## src/rtl/spi_work_controller_pkg.sv

```systemverilog
// Shared opcodes, FSM encoding and status-byte layout for spi_work_controller.
// Optional checksum byte on LOAD is enabled with SPI_WORK_CSUM_EN.
package spi_work_controller_pkg;

    localparam int WORK_BYTES_DEF  = 44;
    localparam int NONCE_BYTES_DEF = 4;

    localparam logic [7:0] CMD_LOAD        = 8'h01;
    localparam logic [7:0] CMD_READ_STATUS = 8'h02;
    localparam logic [7:0] CMD_READ_NONCE  = 8'h03;
    localparam logic [7:0] CMD_ABORT       = 8'h04;

    localparam int STAT_ERR     = 0;
    localparam int STAT_BUSY    = 1;
    localparam int STAT_NONCE   = 2;
    localparam int STAT_OVERRUN = 3;

    typedef enum logic [2:0] {
        ST_IDLE,
        ST_LOAD,
        ST_TX_STATUS,
        ST_TX_NONCE,
        ST_DISCARD,
        ST_ABORT
    } state_t;

    function automatic logic [7:0] pack_status(input logic err, input logic busy,
                                               input logic pending, input logic overrun);
        logic [7:0] s;
        s               = 8'h00;
        s[STAT_ERR]     = err;
        s[STAT_BUSY]    = busy;
        s[STAT_NONCE]   = pending;
        s[STAT_OVERRUN] = overrun;
        return s;
    endfunction

endpackage

```

## src/rtl/spi_work_controller_if.sv

```systemverilog
// Byte-level handshake between the SPI slave shifter and the work controller.
// The master side is the SPI slave shifter; the controller uses the slave modport.
interface spi_work_controller_if;

    logic       ssel;
    logic       byte_received;
    logic [7:0] rx_byte;
    logic       data_needed;
    logic [7:0] tx_byte;

    modport master (
        output ssel,
        output byte_received,
        output rx_byte,
        output data_needed,
        input  tx_byte
    );

    modport slave (
        input  ssel,
        input  byte_received,
        input  rx_byte,
        input  data_needed,
        output tx_byte
    );

endinterface

```

## src/rtl/spi_work_buffer.sv

```systemverilog
// Byte-addressed work register file; with SPI_WORK_CSUM_EN it also keeps the
// running XOR of every byte written since the last clear.
module spi_work_buffer #(
    parameter int WORK_BYTES = 44,
    parameter int IDX_W      = $clog2(WORK_BYTES)
) (
    input  logic                    clk,
    input  logic                    rst_n,
`ifdef SPI_WORK_CSUM_EN
    input  logic                    clear,
    output logic [7:0]              csum,
`endif
    input  logic                    we,
    input  logic [IDX_W-1:0]        idx,
    input  logic [7:0]              wdata,
    output logic [WORK_BYTES*8-1:0] data
);

    // NOTE: this storage is reset on purpose -- work_data must read as zero out of reset,
    // so it stays a flop array rather than a RAM macro.
    always_ff @(posedge clk or negedge rst_n) begin
        if (!rst_n) begin
            data <= '0;
        end else if (we) begin
            data[idx*8 +: 8] <= wdata;
        end
    end

`ifdef SPI_WORK_CSUM_EN
    always_ff @(posedge clk or negedge rst_n) begin
        if (!rst_n) begin
            csum <= 8'h00;
        end else if (clear) begin
            csum <= 8'h00;
        end else if (we) begin
            csum <= csum ^ wdata;
        end
    end
`endif

endmodule

```

## src/rtl/spi_work_controller.sv

```systemverilog
// Command sequencer between the SPI byte interface and the miner core.
// Define SPI_WORK_CSUM_EN to require a trailing XOR checksum byte on LOAD.
module spi_work_controller
    import spi_work_controller_pkg::*;
#(
    parameter int WORK_BYTES  = WORK_BYTES_DEF,
    parameter int NONCE_BYTES = NONCE_BYTES_DEF
) (
    input  logic                    CLK_3_33_MHZ,
    input  logic                    rst_n,
    spi_work_controller_if.slave    spi,
    output logic [WORK_BYTES*8-1:0] work_data,
    output logic                    work_valid,
    output logic                    miner_abort,
    input  logic                    miner_busy,
    input  logic                    nonce_found,
    input  logic [31:0]             nonce,
    output logic [7:0]              status
);

    localparam int CNT_W  = $clog2(WORK_BYTES + 2);
    localparam int IDX_W  = $clog2(WORK_BYTES);
    localparam int NIDX_W = $clog2(NONCE_BYTES);
    localparam logic [CNT_W-1:0] WORK_LEN   = CNT_W'(WORK_BYTES);
    localparam logic [CNT_W-1:0] NONCE_LEN  = CNT_W'(NONCE_BYTES);
    localparam logic [CNT_W-1:0] NONCE_LAST = CNT_W'(NONCE_BYTES - 1);
`ifndef SPI_WORK_CSUM_EN
    localparam logic [CNT_W-1:0] LAST_DATA  = CNT_W'(WORK_BYTES - 1);
`endif

    state_t           state;
    logic [CNT_W-1:0] cnt;
    logic [7:0]       tx_q;
    logic [31:0]      nonce_q;
    logic             err;
    logic             overrun;
    logic             nonce_pending;
    logic             work_loaded;
    logic             buf_we;
    logic [7:0]       nonce_byte;
`ifdef SPI_WORK_CSUM_EN
    logic [7:0]       csum;
`endif

    assign buf_we      = (state == ST_LOAD) && !spi.ssel && spi.byte_received && (cnt < WORK_LEN);
    assign spi.tx_byte = tx_q;
    assign status      = pack_status(err, work_loaded | miner_busy, nonce_pending, overrun);

    spi_work_buffer #(
        .WORK_BYTES (WORK_BYTES),
        .IDX_W      (IDX_W)
    ) u_buf (
        .clk   (CLK_3_33_MHZ),
        .rst_n (rst_n),
`ifdef SPI_WORK_CSUM_EN
        .clear (state == ST_IDLE),
        .csum  (csum),
`endif
        .we    (buf_we),
        .idx   (cnt[IDX_W-1:0]),
        .wdata (spi.rx_byte),
        .data  (work_data)
    );

    // NOTE: every combinational output gets a default first so no path can infer a latch.
    always_comb begin
        nonce_byte = 8'h00;
        if (cnt < NONCE_LEN) begin
            nonce_byte = nonce_q[8*cnt[NIDX_W-1:0] +: 8];
        end
    end

    // NOTE: all state here uses non-blocking assignments so every branch sees pre-edge values.
    always_ff @(posedge CLK_3_33_MHZ or negedge rst_n) begin
        if (!rst_n) begin
            state         <= ST_IDLE;
            cnt           <= '0;
            tx_q          <= 8'h00;
            nonce_q       <= 32'h0;
            err           <= 1'b0;
            overrun       <= 1'b0;
            nonce_pending <= 1'b0;
            work_loaded   <= 1'b0;
            work_valid    <= 1'b0;
            miner_abort   <= 1'b0;
        end else begin
            work_valid  <= 1'b0;
            miner_abort <= (state == ST_ABORT);

            // The nonce register is frozen while it is being shifted out.
            if (nonce_found) begin
                if (state == ST_TX_NONCE) begin
                    overrun <= 1'b1;
                end else begin
                    nonce_q       <= nonce;
                    nonce_pending <= 1'b1;
                end
            end

            if (spi.ssel) begin
                state <= ST_IDLE;
                cnt   <= '0;
                tx_q  <= 8'h00;
                if (state == ST_LOAD) begin
                    err <= 1'b1;
                end
            end else begin
                case (state)
                    ST_IDLE: begin
                        tx_q <= 8'h00;
                        if (spi.byte_received) begin
                            case (spi.rx_byte)
                                CMD_LOAD:        state <= ST_LOAD;
                                CMD_READ_STATUS: state <= ST_TX_STATUS;
                                CMD_READ_NONCE:  state <= ST_TX_NONCE;
                                CMD_ABORT:       state <= ST_ABORT;
                                default: begin
                                    err   <= 1'b1;
                                    state <= ST_DISCARD;
                                end
                            endcase
                        end
                    end

                    ST_LOAD: begin
                        tx_q <= 8'h00;
                        if (spi.byte_received) begin
                            if (cnt < WORK_LEN) begin
                                cnt <= cnt + 1'b1;
                            end
`ifdef SPI_WORK_CSUM_EN
                            if (cnt == WORK_LEN) begin
                                if (spi.rx_byte == csum) begin
                                    work_valid  <= 1'b1;
                                    work_loaded <= 1'b1;
                                end else begin
                                    err <= 1'b1;
                                end
                                state <= ST_DISCARD;
                            end
`else
                            if (cnt == LAST_DATA) begin
                                work_valid  <= 1'b1;
                                work_loaded <= 1'b1;
                                state       <= ST_DISCARD;
                            end
`endif
                        end
                    end

                    ST_TX_STATUS: begin
                        if (spi.data_needed) begin
                            tx_q <= status;
                            if (cnt == '0) begin
                                err     <= 1'b0;
                                overrun <= 1'b0;
                                cnt     <= cnt + 1'b1;
                            end
                        end
                    end

                    ST_TX_NONCE: begin
                        if (spi.data_needed) begin
                            tx_q <= nonce_byte;
                            if (cnt < NONCE_LEN) begin
                                cnt <= cnt + 1'b1;
                                if (cnt == NONCE_LAST) begin
                                    nonce_pending <= 1'b0;
                                end
                            end
                        end
                    end

                    ST_ABORT: begin
                        tx_q  <= 8'h00;
                        state <= ST_DISCARD;
                    end

                    default: begin
                        tx_q <= 8'h00;
                    end
                endcase
            end
        end
    end

endmodule

```

## src/flat_wrapper.sv

```systemverilog
// flat-port wrapper written by rule: the top's interface ports become plain ports
module spi_work_controller_flat import spi_work_controller_pkg::*;
#(
    parameter int WORK_BYTES  = WORK_BYTES_DEF,
    parameter int NONCE_BYTES = NONCE_BYTES_DEF
)
  (CLK_3_33_MHZ, rst_n, work_data, work_valid, miner_abort, miner_busy, nonce_found, nonce, status, spi_ssel, spi_byte_received, spi_rx_byte, spi_data_needed, spi_tx_byte);
  spi_work_controller_if spi_i ();
  input  logic CLK_3_33_MHZ;
  input  logic rst_n;
  output logic [WORK_BYTES*8-1:0] work_data;
  output logic work_valid;
  output logic miner_abort;
  input  logic miner_busy;
  input  logic nonce_found;
  input  logic [31:0] nonce;
  output logic [7:0] status;
  input wire logic [$bits(spi_i.ssel)-1:0] spi_ssel;
  input wire logic [$bits(spi_i.byte_received)-1:0] spi_byte_received;
  input wire logic [$bits(spi_i.rx_byte)-1:0] spi_rx_byte;
  input wire logic [$bits(spi_i.data_needed)-1:0] spi_data_needed;
  output wire logic [$bits(spi_i.tx_byte)-1:0] spi_tx_byte;
  assign spi_i.ssel = spi_ssel;
  assign spi_i.byte_received = spi_byte_received;
  assign spi_i.rx_byte = spi_rx_byte;
  assign spi_i.data_needed = spi_data_needed;
  assign spi_tx_byte = spi_i.tx_byte;
  spi_work_controller #(.WORK_BYTES(WORK_BYTES), .NONCE_BYTES(NONCE_BYTES)) u_core (.CLK_3_33_MHZ(CLK_3_33_MHZ), .rst_n(rst_n), .spi(spi_i), .work_data(work_data), .work_valid(work_valid), .miner_abort(miner_abort), .miner_busy(miner_busy), .nonce_found(nonce_found), .nonce(nonce), .status(status));
endmodule
```

## config.mk

```make
export PLATFORM = sky130hd
export DESIGN_NAME = spi_work_controller_flat
export DESIGN_NICKNAME = d
export VERILOG_FILES = /design/src/rtl/spi_work_controller_pkg.sv /design/src/rtl/spi_work_controller_if.sv /design/src/rtl/spi_work_buffer.sv /design/src/rtl/spi_work_controller.sv /design/src/flat_wrapper.sv
export SDC_FILE = /design/constraint.sdc
export NUM_CORES = 1
export LEC_CHECK = 0
export CAP_MARGIN = 20
export CORE_ASPECT_RATIO = 1.2
export CORE_UTILIZATION = 45
export CTS_BUF_LIST = sky130_fd_sc_hd__clkbuf_16
export DETAILED_ROUTE_END_ITERATION = 8
export PLACE_DENSITY = 0.76
export SETUP_SLACK_MARGIN = 0.5
export SKIP_CTS_REPAIR_TIMING = 1
export SYNTH_ARGS = -nofsm -noshare
export SYNTH_HDL_FRONTEND = slang
export SYNTH_HIERARCHICAL = 1
export SYNTH_SLANG_ARGS = --single-unit
```

## constraint.sdc

```tcl
create_clock -name CLK_3_33_MHZ -period 3.4 [get_ports CLK_3_33_MHZ]
set_input_delay 0.68 -clock CLK_3_33_MHZ [delete_from_list [all_inputs] [get_ports CLK_3_33_MHZ]]
set_output_delay 0.68 -clock CLK_3_33_MHZ [all_outputs]
set_load 0.01 [all_outputs]
```

==> flow_summary.ini <==
[cts]
cts_buffer_depth = 3
htreeDepth = 2
cts_sinks = 407
clock_latency_ns = 0.54
cts_tree = yes
numCtsBuffers = 41
cts-root-buf = clkbuf_16
clk_pin_slew_ns = 0.06

[worst_setup_path]
endpoint_kind = flip-flop
crit_start = u_core/cnt[0]
reg2regPathDepth = 7
start_kind = flip-flop
crit_required_ns = 3.82
worstSetupPathType = reg2reg
cpMaxStageDelayCell = o41ai_2
crit_fanout = 16
critical_path.max_stage_delay_ns = 0.81
crit_chain = clkinvlp_4 > ha_1 > buf_4 > o41ai_2 > nand4_1 > buf_4 > o41ai_1
critPathArrivalTime_ns = 3.29
crit_path_frequent_cell = buf_4
rr_startpoint = u_core/cnt[0]

[cells_and_area]
fin_cells = 2469
area_growth_pct = 37.4
multi_input_area_um2 = 7100
layout_common_cells = clkdlybuf4s50_1 (411), dfrtp_1 (406), nand2_1 (262), mux2_2 (200), buf_4 (87)
layout_commonest_cell = clkdlybuf4s50_1
nets = 2006
fin_util_pct = 63.3
seq_area_um2 = 10200
fill_cells = 2928
drive_above_1_share_pct = 21.4
final_area_um2 = 24100

[detailed_routing]
wl_met3_um = 2840
wl_met1_um = 22500
avgRoutedWirePerCell_um = 22.7
viasPerCell = 5.72
met2_length_um = 27500
drc = 0
drt_iter0_drc = 1250
drt_pass1_iterations = 5
ant_nets = 0
drt-total-wl_um = 55900
top_layer = met4
vias = 14100

[synthesis]
synth_xor_area_share_pct = 0.578
synth_area_um2 = 17500
synth_seq_cells = 407
synth_area_per_cell_um2 = 11.7
synth_top_family_by_area = multiplexers
synth_compound_area_share_pct = 9.23
ys.warnings.count = 6
seq_area_frac_synth_pct = 58.1
synth.distinct_cells = 76
netlist.top_cell.by_area = dfrtp_1
yosys.area_share.simple_pct = 13.2
synth_edf_count = 0
ys.flop_type = dfrtp_1
synth_area_leaders = dfrtp_1 (58%), mux2_2 (13%), nand2_1 (5.8%), o31ai_1 (3.5%), o21ai_0 (1.9%)
synthMuxAreaShare_pct = 15.5
syn_inst = 1501
synth-async-reset-ratio_pct = 100
yosys.area_share.adder_pct = 0.285
synth_top_area_share_pct = 58.1

[timing]
finalSetupTns_ns = 0
rsz0062_at_grt = true
max_slew_margin_pct = 41.2
period_share_pct = 84.4
hold_viol = 0
period_needed_ns = 2.87
report.final.slew_viol_count = 0
fmax_ghz = 0.348
timing.hold.ws_ns = 0.181
fin_skew_ns = 0.0125
worstMarginPinSlew_ns = 0.882
setup_violations = 0
layout_setup_ws_ns = 0.529

[floorplanning]
initial_core_util_pct = 46.1
die-area_um2 = 39800
die_x_um = 182
die_height_um = 218
row_count = 78
core_area_um2 = 38100
top_level_ports = 417

[place]
dp_hpwl_um = 39800
portBuffers = 412
gp_congestion = 0.901
dpl.cell_count = 2379
place_ws_ns = 0.102
dpl_cell_area_um2 = 22500

[global_routing]
overflow = 0
track_usage_pct = 27.8
antenna_found_initial = 6
grt_pass1_vias = 14000
grt_max_degree = 105
grt_pass1_wl_um = 83900

[outcome]
status = complete, no violations

[pwr]
power_density_nw_per_um2 = 389
leakage_nw = 10.5
total_power_mw = 9.37
peakVddDrop_mv = 0.312

[job]
maxCapViolations = 0

[min_path]
hp-class = in2async
worst max-delay path, delay by kind of cell (launching register included):
kind,cells,cell delay [ns]
flops,1,0.46
buf+inv,3,0.66
fa+ha+maj,1,0.23
simple gates,1,0.29
compound gates,2,1.09
per-layer routing:
metal | track usage [%] | up-vias
li1 | - | 6235
met1 | 35.8 | 7122
met2 | 45.6 | 608
met3 | 3.58 | 163
met4 | 15.2 | 0
met5 | 0 | -
area by class of cell:
type	instances	area share [%]
antenna	6	0.0623
clock buffer	43	4.47
clock inverter	28	0.530
inverter	30	0.483
multi-input combinational	971	29.5
sequential	407	42.3
tap	480	2.49
timing repair buffer	504	20.2
kinds of logic (layout without fill, tap and decap cells):
kind of cell	count (synthesis)	in the layout
simple gates	489	489
flops	407	407
mux	235	235
compound gates	229	229
buf+inv	127	605
xor+xnor	9	10
fa+ha+maj	4	4
other cells	1	10
sequential cells by signal, summed over array words and instances, names as in the netlist:
register and count:
u_core/cnt 6, u_core/err 1, u_core/miner_abort 1, u_core/nonce_pending 1, u_core/nonce_q 32, u_core/overrun 1
u_core/spi.tx_byte 8, u_core/state 3, u_core/u_buf/data 352, u_core/work_loaded 1, u_core/work_valid 1
synth_stat cells (all sizes together) (20+ instances only):
master  count
and2       20
buf        46
clkbuf     51
dfrtp     407
inv        29
mux2      208
nand2     270
nor2       61
nor3       38
o21ai      65
o31ai      83
o41ai      26
final timing paths:
kind                       slack [ns]                endpoint
min reg2reg                      0.47      u_core/work_loaded
min                              0.18   u_core/u_buf/data[55]
min in group CLK_3_33_MHZ        0.47      u_core/work_loaded
max reg2reg                      0.53  u_core/u_buf/data[275]
max in group asynchronous        2.23  u_core/u_buf/data[241]
max                              0.53  u_core/u_buf/data[275]
where the power goes:
group          leakage (nW)  internal, mW  switching (mW)
Clock                 0.620          2.28            1.86
Combinational          4.39         0.132           0.201
Sequential             5.52          4.88          0.0219
(Power assumes the default switching activity.)
